[config.mk]
export PLATFORM = sky130hd
export DESIGN_NAME = led_mmio
export DESIGN_NICKNAME = d
export VERILOG_FILES = /design/src/rtl/led_mmio_pkg.sv /design/src/rtl/blink_prescaler.sv /design/src/rtl/led_mmio.sv
export SDC_FILE = /design/constraint.sdc
export NUM_CORES = 1
export LEC_CHECK = 0
export CAP_MARGIN = 20
export CELL_PAD_IN_SITES_DETAIL_PLACEMENT = 1
export CELL_PAD_IN_SITES_GLOBAL_PLACEMENT = 1
export CORE_UTILIZATION = 39
export DETAILED_ROUTE_END_ITERATION = 10
export PLACE_DENSITY = 0.81
export RECOVER_POWER = 100
export REMOVE_ABC_BUFFERS = 1
export SYNTH_ARGS = -nofsm -noshare
export SYNTH_HDL_FRONTEND = slang
export SYNTH_SLANG_ARGS = --single-unit
[constraint.sdc]
create_clock -name clk -period 3.9 [get_ports clk]
set_input_delay 0.975 -clock clk [delete_from_list [all_inputs] [get_ports clk]]
set_output_delay 0.975 -clock clk [all_outputs]
set_load 0.1 [all_outputs]
[src/rtl/led_mmio_pkg.sv]
// Register map, response type and STATUS bit positions shared by the LED MMIO
// peripheral and its blink prescaler.
package led_mmio_pkg;

  localparam logic [4:0] OFF_LED_OUT      = 5'h00;
  localparam logic [4:0] OFF_LED_SET      = 5'h04;
  localparam logic [4:0] OFF_LED_CLR      = 5'h08;
  localparam logic [4:0] OFF_BLINK_MASK   = 5'h0C;
  localparam logic [4:0] OFF_BLINK_PERIOD = 5'h10;
  localparam logic [4:0] OFF_STATUS       = 5'h14;

  localparam int STATUS_PHASE_BIT    = 0;
  localparam int STATUS_BLINK_EN_BIT = 1;

  typedef struct packed {
    logic [31:0] rdata;
    logic        err;
  } rsp_t;

endpackage

[src/rtl/blink_prescaler.sv]
// Free-running blink prescaler: phase toggles every 'period' cycles while
// period is non-zero; a period write restarts the count without toggling.
module blink_prescaler #(
  parameter int PRESC_W = 24
) (
  input  logic               clk,
  input  logic               rst_n,
  input  logic [PRESC_W-1:0] period,
  input  logic               period_wr,
  output logic               phase
);

  logic [PRESC_W-1:0] cnt;

  // A period write takes priority over a wrap so the new period starts cleanly.
  always_ff @(posedge clk) begin
    if (!rst_n) begin
      cnt   <= '0;
      phase <= 1'b0;
    end else if (period_wr) begin
      cnt <= '0;
    end else if (period == '0) begin
      cnt   <= '0;
      phase <= 1'b0;
    end else if (cnt == period - PRESC_W'(1)) begin
      cnt   <= '0;
      phase <= ~phase;
    end else begin
      cnt <= cnt + PRESC_W'(1);
    end
  end

endmodule

[src/rtl/led_mmio.sv]
// Memory-mapped LED peripheral: decodes a 32-byte window, holds LED and blink
// state, answers each accepted request with one registered response.
module led_mmio
  import led_mmio_pkg::*;
#(
  parameter logic [31:0] BASE_ADDR = 32'h8000_0000,
  parameter int          LED_W     = 16,
  parameter int          PRESC_W   = 24
) (
  input  logic             clk,
  input  logic             rst_n,
  input  logic             req_valid,
  output logic             req_ready,
  input  logic             req_we,
  input  logic [31:0]      req_addr,
  input  logic [31:0]      req_wdata,
  input  logic [3:0]       req_be,
  output logic             rsp_valid,
  input  logic             rsp_ready,
  output logic [31:0]      rsp_rdata,
  output logic             rsp_err,
  output logic [LED_W-1:0] LEDS
);

  logic [LED_W-1:0]   led_out;
  logic [LED_W-1:0]   blink_mask;
  logic [PRESC_W-1:0] blink_period;
  logic               phase;
  logic               accept;
  logic               addr_ok;
  logic               wr;
  logic               period_wr;
  logic [4:0]         offset;
  logic [31:0]        be_mask;
  logic [LED_W-1:0]   led_be_mask;
  logic [LED_W-1:0]   led_wdata;
  rsp_t               rsp_q;
  rsp_t               rsp_d;
  logic               unused_bits;

  assign req_ready   = !rsp_valid || rsp_ready;
  assign accept      = req_valid && req_ready;
  assign addr_ok     = (req_addr[31:5] == BASE_ADDR[31:5]) && (req_addr[1:0] == 2'b00);
  assign offset      = {req_addr[4:2], 2'b00};
  assign wr          = accept && req_we && addr_ok;
  assign period_wr   = wr && (offset == OFF_BLINK_PERIOD);
  assign be_mask     = {{8{req_be[3]}}, {8{req_be[2]}}, {8{req_be[1]}}, {8{req_be[0]}}};
  assign led_be_mask = be_mask[LED_W-1:0];
  assign led_wdata   = req_wdata[LED_W-1:0] & led_be_mask;
  assign unused_bits = ^{req_wdata, be_mask};

  // Read data is taken from pre-write state; writes and errors return zero.
  always_comb begin
    rsp_d = '0;
    if (!addr_ok) begin
      rsp_d.err = 1'b1;
    end else if (!req_we) begin
      case (offset)
        OFF_LED_OUT:      rsp_d.rdata = 32'(led_out);
        OFF_BLINK_MASK:   rsp_d.rdata = 32'(blink_mask);
        OFF_BLINK_PERIOD: rsp_d.rdata = 32'(blink_period);
        OFF_STATUS: begin
          rsp_d.rdata[STATUS_PHASE_BIT]    = phase;
          rsp_d.rdata[STATUS_BLINK_EN_BIT] = (blink_period != '0);
        end
        default: ;
      endcase
    end
  end

  always_ff @(posedge clk) begin
    if (!rst_n) begin
      led_out      <= '0;
      blink_mask   <= '0;
      blink_period <= '0;
    end else if (wr) begin
      case (offset)
        OFF_LED_OUT:      led_out    <= (led_out & ~led_be_mask) | led_wdata;
        OFF_LED_SET:      led_out    <= led_out | led_wdata;
        OFF_LED_CLR:      led_out    <= led_out & ~led_wdata;
        OFF_BLINK_MASK:   blink_mask <= (blink_mask & ~led_be_mask) | led_wdata;
        OFF_BLINK_PERIOD: blink_period <= (blink_period & ~be_mask[PRESC_W-1:0])
                                        | (req_wdata[PRESC_W-1:0] & be_mask[PRESC_W-1:0]);
        default: ;
      endcase
    end
  end

  // Response is held until consumed; a new accept overwrites it in the same edge.
  always_ff @(posedge clk) begin
    if (!rst_n) begin
      rsp_valid <= 1'b0;
      rsp_q     <= '0;
    end else if (accept) begin
      rsp_valid <= 1'b1;
      rsp_q     <= rsp_d;
    end else if (rsp_ready) begin
      rsp_valid <= 1'b0;
      rsp_q     <= '0;
    end
  end

  assign rsp_rdata = rsp_q.rdata;
  assign rsp_err   = rsp_q.err;

  always_ff @(posedge clk) begin
    if (!rst_n) begin
      LEDS <= '0;
    end else begin
      LEDS <= led_out ^ (blink_mask & {LED_W{phase}});
    end
  end

  blink_prescaler #(
    .PRESC_W (PRESC_W)
  ) u_prescaler (
    .clk       (clk),
    .rst_n     (rst_n),
    .period    (blink_period),
    .period_wr (period_wr),
    .phase     (phase)
  );

endmodule

# [Word level (Yosys, flattened, before mapping)]
# Index checks and enable logic that the tools add are counted.
[totals] reg_bits=131 word_cells=67 inputBits=73 out_inout_bits=51
[op_classes] bitwise=18 n_eq_ne=7 n_addsub=2 n_reduce_logical=19 mux=12
[ops] op="16-bit AND" count=5
[ops] op="33-bit two-way mux" count=2
[ops] op="22-bit case mux with 3 select lines" count=1
[ops] op="24-bit AND" count=2
[ops] op="24-bit two-way mux" count=2
[ops] op="16-bit OR" count=3
[ops] op="16-bit case mux with 3 select lines" count=1
[ops] op="16-bit NOT" count=2
[ops] op="27-bit equality test (second input constant)" count=1
[ops] op="24-bit by 1-bit adder with 24-bit output (second input constant)" count=1
[ops] op="24-bit equality test" count=1
[ops] op="24-bit logical NOT" count=1
[ops] op="24-bit NOT" count=1
[ops] op="24-bit OR" count=1
[ops] op="24-bit nonzero test" count=1
[ops] op="24-bit by 1-bit subtractor with 24-bit output (second input constant)" count=1
[ops] op="16-bit bitwise XOR" count=1
[ops] op="2-bit case mux with 4 select lines" count=1
[ops] op="2-bit AND reduction" count=4
[ops] op="3-bit by 2-bit equality test with 1-bit output (second input constant)" count=2
[ops] op="3-bit equality test (second input constant)" count=2
[ops] op="1-bit logical AND" count=5
[ops] op="5-bit logical NOT" count=1
[ops] op="1-bit two-way mux" count=5
[ops] op="other kinds (8)" count=11

# [Logic depth before layout (Yosys ltp)]
# Gate-level depths: netlist of the first run.
[depth] word_depth=8 depth_mapped=13 ltp_nobuf=10

# [Hierarchy]
# A second synthesis of the first run with hierarchy kept.
[unflattened] cells_unflattened=750 area_unflattened_um2=6407.4
[by_module_without_submodules] mod="led_mmio" cells_per_inst=498 instances=1 area_per_inst_um2=4405.5 seq_area_each_um2=1961.9
[by_module_without_submodules] mod="blink_prescaler" cells_per_inst=252 instances=1 area_per_inst_um2=2001.9 seq_area_each_um2=500.5

# [Least setup slack after synthesis of the first run]
# No wires, ideal clock.
[synth_path] path_type="input-to-reg" from="input port rsp_ready" to="register (tool-made name)" setup_ps=116 setup_slack_ps=423 path_stages=8 path_buffers=0 t_arrival_ps=3361 required_time_ps=3784 path_cell_list="nand2b_1 nand4_1 nor3_1 and3b_1 nand2_1 nor2_1 mux2i_1 nor2b_1"
[synth_rtl] element="from (decl)" line="led_mmio.sv:19" source="input logic rsp_ready,"

# [Worst setup path in the final report of the first run]
[layout_path] from="input port rsp_ready" to="output port req_ready"
[layout_via] elab_chain_len=1
[layout_lines] element="1-bit logical OR" line="led_mmio.sv:41" source="assign req_ready = !rsp_valid || rsp_ready;"
[layout_lines] element="to (decl)" line="led_mmio.sv:13" source="output logic req_ready,"
# Every way passes these cells.

==> flow_summary_export.csv, run 1 <==
group,metric,value,unit
floorplan,die_h,129.8,µm
hold_path,worstHoldPathType,"reg2reg",
yosys,synth-xor-area-share,0.09770,
power_and_ir_drop,power_density,369.7,nW/µm²
finish,ff_latch_area,2462,µm²
global_routing,grt_pass1_wl,32.13,mm
power_and_ir_drop,p_int,2.290,mW
yosys,yosysWarnings,0,
drt,met3_wirelength,932,µm
power_and_ir_drop,power_frac_seq,0.422,
floorplan,start_util,0.4007,
drt,drt_iter0_markers,287,
run,maxCapViolations,1,
timing,min_period,3526,ps
worst_setup_path,worstPathMaxFanout,4,
global_routing,antenna_found_initial,0,
global_routing,grt_overflow,0,
power_and_ir_drop,clock_power_share,0.508,
status,violations,"capacitance limit, slew limit",
global_routing,grt_pass1_vias,6389,
status,outcome,"complete, but fails checks",
yosys,synth-async-reset-ratio,0,
place,post-dp-hpwl,14.28,mm
drt,wl,19.93,mm
timing,rsz0062_at_grt,"no",
drt,drt_pre_antenna_iters,4,
place,gp_congestion,0.8579,
timing,worst_pin_slew,1629,ps
timing,setup_ws,373.9,ps
power_and_ir_drop,p_sw_frac,0.2319,
clock_network,clockRootBuffer,"clkbuf_16",
power_and_ir_drop,switching_power,0.6912,mW
clock_network,post_cts_resized,0,
worst_setup_path,crit_type,"in2out",
drt,met1_length,8.355,mm
place,io_buffers,106,
floorplan,floorplan.die_area,16840,µm²
drt,vias,5926,
finish,diodes,0,
power_and_ir_drop,combPwrFrac,0.069,
power_and_ir_drop,p_leak,2.854,nW
timing,fin_tns_setup,0,ps
power_and_ir_drop,peakVddDrop,0.3175,mV
yosys,synthFlopType,"dfxtp_1",
place,placed_area,7547,µm²
clock_network,clockBufferDepth,2,
global_routing,grtUsageTotal,0.2505,
clock_network,clk_latency,430,ps
worst_setup_path,arrival,2550,ps
yosys,ys_seq_area_frac,0.3869,
finish,finalInstanceArea,8064,µm²
yosys,avgSynthCellArea,8.331,µm²
finish,fill_cells,1891,
drt,top_layer,"met4",
yosys,synth_adder_area_share,0.005897,
place,dp_slack,351.1,ps
yosys,synth_area,6365,µm²
yosys,synth_top_family_by_area,"simple AND/OR/NAND/NOR gates",
yosys,synth-compound-area-share,0.1700,
clock_network,hold_buffers,0,
drt,postRouteAntennaNets,0,
yosys,postSynthCellCount,764,
finish,multi_input_area,3598,µm²
timing,fin_skew,10.87,ps
yosys,synthSimpleGateAreaFrac,0.2587,
clock_network,htreeDepth,4,
worst_setup_path,crit_required,2920,ps
drt,wire_per_inst,18.45,µm
clock_network,clock_sinks,123,
place,placed_cells,1050,
finish,drive_above_1_share,0.05671,
timing,slew_headroom,-0.08573,
drt,avgViaCountPerCell,5.487,
yosys,muxShareOfSynthArea,0.03145,
timing,hold_viol_final,0,
timing,layout_worst_path_cycle_share,0.9041,
floorplan,fp.dieW,129.8,µm
clock_network,tritoncts,"built",
global_routing,grt_max_degree,101,
yosys,ys_types,60,
clock_network,cts_buffers,17,
timing,slew_violations,101,
finish,final_cells,1080,
worst_setup_path,cp-end-kind,"output port",
drt,drc,0,
timing,final-setup-viol-count,0,
timing,fmax,0.2836,GHz
yosys,ys_ff_latch,123,
worst_setup_path,start_kind,"primary input",
drt,wl_met2,10.12,mm
clock_network,cts_setup_buffers,0,
yosys,synth_edf_count,0,
floorplan,ios,124,
floorplan,core-area,15890,µm²
finish,area_growth_syn_to_layout,26.70,%
floorplan,rows,46,
finish,layout.nets,929,
clock_network,clk_pin_slew_worst_paths,50,ps
## placed cells by master, fill, tap and decap left out, types with 3 or more instances in the layout
cell             instances
dfxtp_1                123
nand2_1                117
clkdlybuf4s50_1         60
nor2b_1                 47
nor2_1                  45
dlygate4sd3_1           44
xnor2_1                 43
a21boi_0                41
a22oi_1                 40
o21ai_0                 35
xor2_1                  28
a21oi_1                 22
mux2i_1                 20
clkbuf_16               17
and2_0                  15
nor4_1                  14
nand3_1                 12
inv_1                   11
nor3_1                   9
nand4_1                  9
and2_1                   8
conb_1                   8
buf_4                    8
and3_1                   7
clkbuf_1                 7
or4_1                    6
nor3b_1                  5
nand2b_1                 5
clkbuf_8                 5
clkinv_2                 4
or3_1                    3
nor4b_1                  3
o22ai_1                  3
ha_1                     3
## cells in the mapped netlist (2+ instances only)
cell       instances  share of area
xnor2_1           43          0.059
a2111oi_0          2         0.0028
nor4b_1            3         0.0041
nand3_1           12         0.0094
a21oi_1           23          0.018
o22ai_1            3         0.0029
o21ai_0           35          0.028
inv_1             11         0.0065
xor2_1            28          0.039
and2_1            22          0.022
or4_4              2         0.0035
nor2b_1           47          0.046
nor4_1            14          0.014
nand2b_1           5         0.0049
o32ai_1            2         0.0028
nor3_1             9         0.0071
ha_1               3         0.0059
buf_6              2         0.0035
mux2i_1           20          0.031
buf_2              2         0.0016
nand4_1            9         0.0088
nor4_2             2         0.0039
nand2_1          117          0.069
a22oi_1           40          0.047
nor2_2            10         0.0098
or4_1              5         0.0059
clkbuf_1          42          0.025
a21boi_0          41          0.048
and3_1             7         0.0069
or3_1              3         0.0029
nor3b_1            5         0.0059
o2111ai_1          2         0.0028
buf_4              8         0.0094
dfxtp_1          123           0.39
nor2_1            37          0.022
## metal layers
metal / GRT usage / up-vias
met4: 0.1040 / 0
met2: 0.4464 / 168
met3: 0.05494 / 39
li1: - / 2802
met1: 0.2898 / 2917
met5: 0 / -
## per-stage QoR
stage	utilization	hold WS, ps	total power, mW
after floorplan	-	447.0	1.372
after global placement	0.4751	472.1	1.488
after detailed placement	0.4751	512.8	1.492
after CTS	0.5106	529.2	2.999
after global routing	0.5076	554.3	3.074
final	0.5076	530.5	2.981
## power groups by stage
stage          combinational [mW]  sequential, mW  clock [mW]
5_1_grt                     0.218            1.26        1.60
2_1_floorplan              0.0756            1.30           0
3_3_place_gp                0.201            1.29           0
4_1_cts                     0.206            1.26        1.53
3_5_place_dp                0.205            1.29           0
6_report                    0.207            1.26        1.51
## final cells by class
cell class | count | area share
clock inverters | 7 | 0.008068
clock buffers | 23 | 0.06175
flip-flops and latches | 123 | 0.3054
repair buffers | 119 | 0.1400
multi-input cells | 581 | 0.4462
inverters | 11 | 0.005120
well taps | 216 | 0.03351
## worst paths after layout
path	from	endpoint	slack [ps]	cells past startpoint
worst min register to register	led_out[4]$_SDFFE_PN0P_	led_out[4]$_SDFFE_PN0P_	530	2
worst max-delay path	rsp_ready	req_ready	370	3
worst min-delay path	led_out[4]$_SDFFE_PN0P_	led_out[4]$_SDFFE_PN0P_	530	2
worst max register to register	flop	u_prescaler.cnt[14]$_SDFF_PP0_	390	10
## kinds of logic (layout without fill, tap and decap cells)
| kind of cell | Yosys count | in the layout |
|---|---|---|
| and+or+nand+nor | 318 | 318 |
| AOI/OAI and AO/OA | 161 | 161 |
| DFF | 123 | 123 |
| xor gates and xnor gates | 71 | 71 |
| buffers and inverters | 67 | 160 |
| muxes | 20 | 20 |
| adders and majority gates | 3 | 3 |
| other | 1 | 8 |
## critical path, cell delays in order
cell and delay (ps):
clkdlybuf4s50_1 510, nand2b_1 180, clkbuf_1 880
No activity file was read; power rests on OpenSTA's default activity.
==> inputs of run 2 (changes only) <==
- CORE_MARGIN: unset -> 2
==> flow_summary_export.csv, run 2 (synthesized netlist as in run 1, its figures left out) <==
group,metric,value,unit
status,outcome,"finished clean",
timing,fin_tns_setup,0,ps
global_routing,grt_overflow,0,
hold_path,worstHoldPathType,"reg2reg",
global_routing,grt_use_met1,0.2848,
finish,finalInstanceArea,8148,µm²
drt,wl,20.25,mm
floorplan,ios,124,
worst_setup_path,worstPathMaxFanout,23,
worst_setup_path,cp_cell_sequence,"inv_1 -> ha_1 -> nand2b_1 -> or4_1 -> or4_1 -> xnor2_1 -> o2111ai_1 -> or4_1 -> nand2_4 -> nor2_1",
clock_network,cts_setup_buffers,0,
floorplan,start_util,0.3992,
finish,diodes,0,
drt,drt_iter0_markers,309,
floorplan,floorplan.die_area,17360,µm²
global_routing,grt_use_met2,0.4244,
timing,rsz0062_at_grt,"no",
clock_network,tritoncts,"built",
global_routing,grtUsageTotal,0.2392,
run,maxCapViolations,0,
drt,wire_per_inst,18.65,µm
timing,worst_pin_slew,1030,ps
worst_setup_path,path_common_cell,"or4_1",
place,placed_area,7577,µm²
clock_network,cts_buffers,17,
worst_setup_path,crit_required,4200,ps
worst_setup_path,crit_type,"reg2reg",
global_routing,grt_max_degree,54,
timing,layout_worst_path_cycle_share,0.8986,
drt,avgViaCountPerCell,5.480,
timing,fmax,0.2854,GHz
worst_setup_path,crit_family,"simple AND/OR/NAND/NOR gates",
finish,utilization,0.5111,
timing,slew_violations,0,
drt,postRouteAntennaNets,0,
finish,fill_cells,1899,
global_routing,antenna_found_initial,0,
floorplan,fp.dieW,131.8,µm
finish,ff_latch_area,2462,µm²
timing,fin_skew,11.19,ps
timing,final-setup-viol-count,0,
clock_network,clk_latency,430,ps
place,post-dp-hpwl,14.34,mm
floorplan,rows,46,
finish,layout.nets,933,
timing,hold_viol_final,0,
finish,area_growth_syn_to_layout,28.01,%
global_routing,use_met3,0.04729,
power_and_ir_drop,p_leak,2.881,nW
floorplan,core-area,15940,µm²
timing,slew_headroom,0.3107,
drt,vias,5951,
clock_network,post_cts_resized,0,
worst_setup_path,slowest_delay,570,ps
place,gp_congestion,0.8645,
clock_network,clock_sinks,123,
global_routing,grt.busiest_layer,"met2",
power_and_ir_drop,peakVddDrop,0.2970,mV
global_routing,grt_pass1_vias,6420,
drt,drt_pre_antenna_iters,5,
floorplan,die_h,131.8,µm
place,io_buffers,106,
global_routing,grt_pass1_wl,33.34,mm
timing,min_period,3504,ps
power_and_ir_drop,power_density,383.5,nW/µm²
clock_network,clk_pin_slew_worst_paths,60,ps
clock_network,clockRootBuffer,"clkbuf_16",
finish,final_cell_mix,"123 x dfxtp_1, 117 x nand2_1, 60 x clkdlybuf4s50_1",
clock_network,htreeDepth,4,
hold_path,hold_path_startpoint,"led_out[12]$_SDFFE_PN0P_",
clock_network,clockBufferDepth,2,
worst_setup_path,cp-end-kind,"flop",
worst_setup_path,start_kind,"flop",
finish,mostFrequentLayoutCell,"dfxtp_1",
finish,drive_above_1_share,0.06207,
worst_setup_path,crit_slowest_cell,"or4_1",
drt,drc,0,
worst_setup_path,arrival,3810,ps
worst_setup_path,path_buf_inv,1,
clock_network,hold_buffers,0,
finish,multi_input_area,3598,µm²
## run 2: cell types whose count changed in the layout (fill, tap and decap cells not counted), sizes merged
cell / change
clkinvlp: +2
bufinv: +2
buf: +3
clkinv: -1
## run 2: cell type report
class	instances	area share
multi-input combinational	581	0.4416
sequential	123	0.3022
timing repair buffer	123	0.1414
clock buffer	22	0.05943
tap	216	0.03317
clock inverter	10	0.01705
inverter	11	0.005068
## run 2: worst paths after layout
check,to,slack [ps],cells after the start
worst max-delay path,u_prescaler.cnt[18]$_SDFF_PP0_,400,10
worst min-delay path,led_out[12]$_SDFFE_PN0P_,510,2
worst max register to register,u_prescaler.cnt[18]$_SDFF_PP0_,400,10
worst min register to register,led_out[12]$_SDFFE_PN0P_,510,2
## run 2: worst reg2reg max path: stages (launching register included)
cell	delay (ps)
dfxtp_1	390
inv_1	120
ha_1	340
nand2b_1	260
or4_1	540
or4_1	470
xnor2_1	190
o2111ai_1	110
or4_1	570
nand2_4	300
nor2_1	110
## run 2: where the power goes
| part | switching [mW] | internal [mW] |
|---|---|---|
| Sequential | 0.000807 | 1.26 |
| Combinational | 0.125 | 0.0837 |
| Clock | 0.587 | 1.07 |
## run 2: per-stage QoR
step | worst slack [ps] | power (mW) | hold slack (ps) | instances
after floorplan | 423.4 | 1.372 | 447.0 | 715
after global placement | 609.1 | 1.489 | 471.5 | 1054
after detailed placement | 493.4 | 1.493 | 501.4 | 1054
after CTS | 472.1 | 3.147 | 513.9 | 1086
after global routing | 179.2 | 3.212 | 549.6 | 1086
final | 395.6 | 3.125 | 514.9 | 1086
## run 2: per-layer routing
layer / part of all wire / vias up
met5: 0 / -
met4: 0.022 / 0
met3: 0.039 / 33
met2: 0.51 / 152
met1: 0.43 / 2953
li1: - / 2813
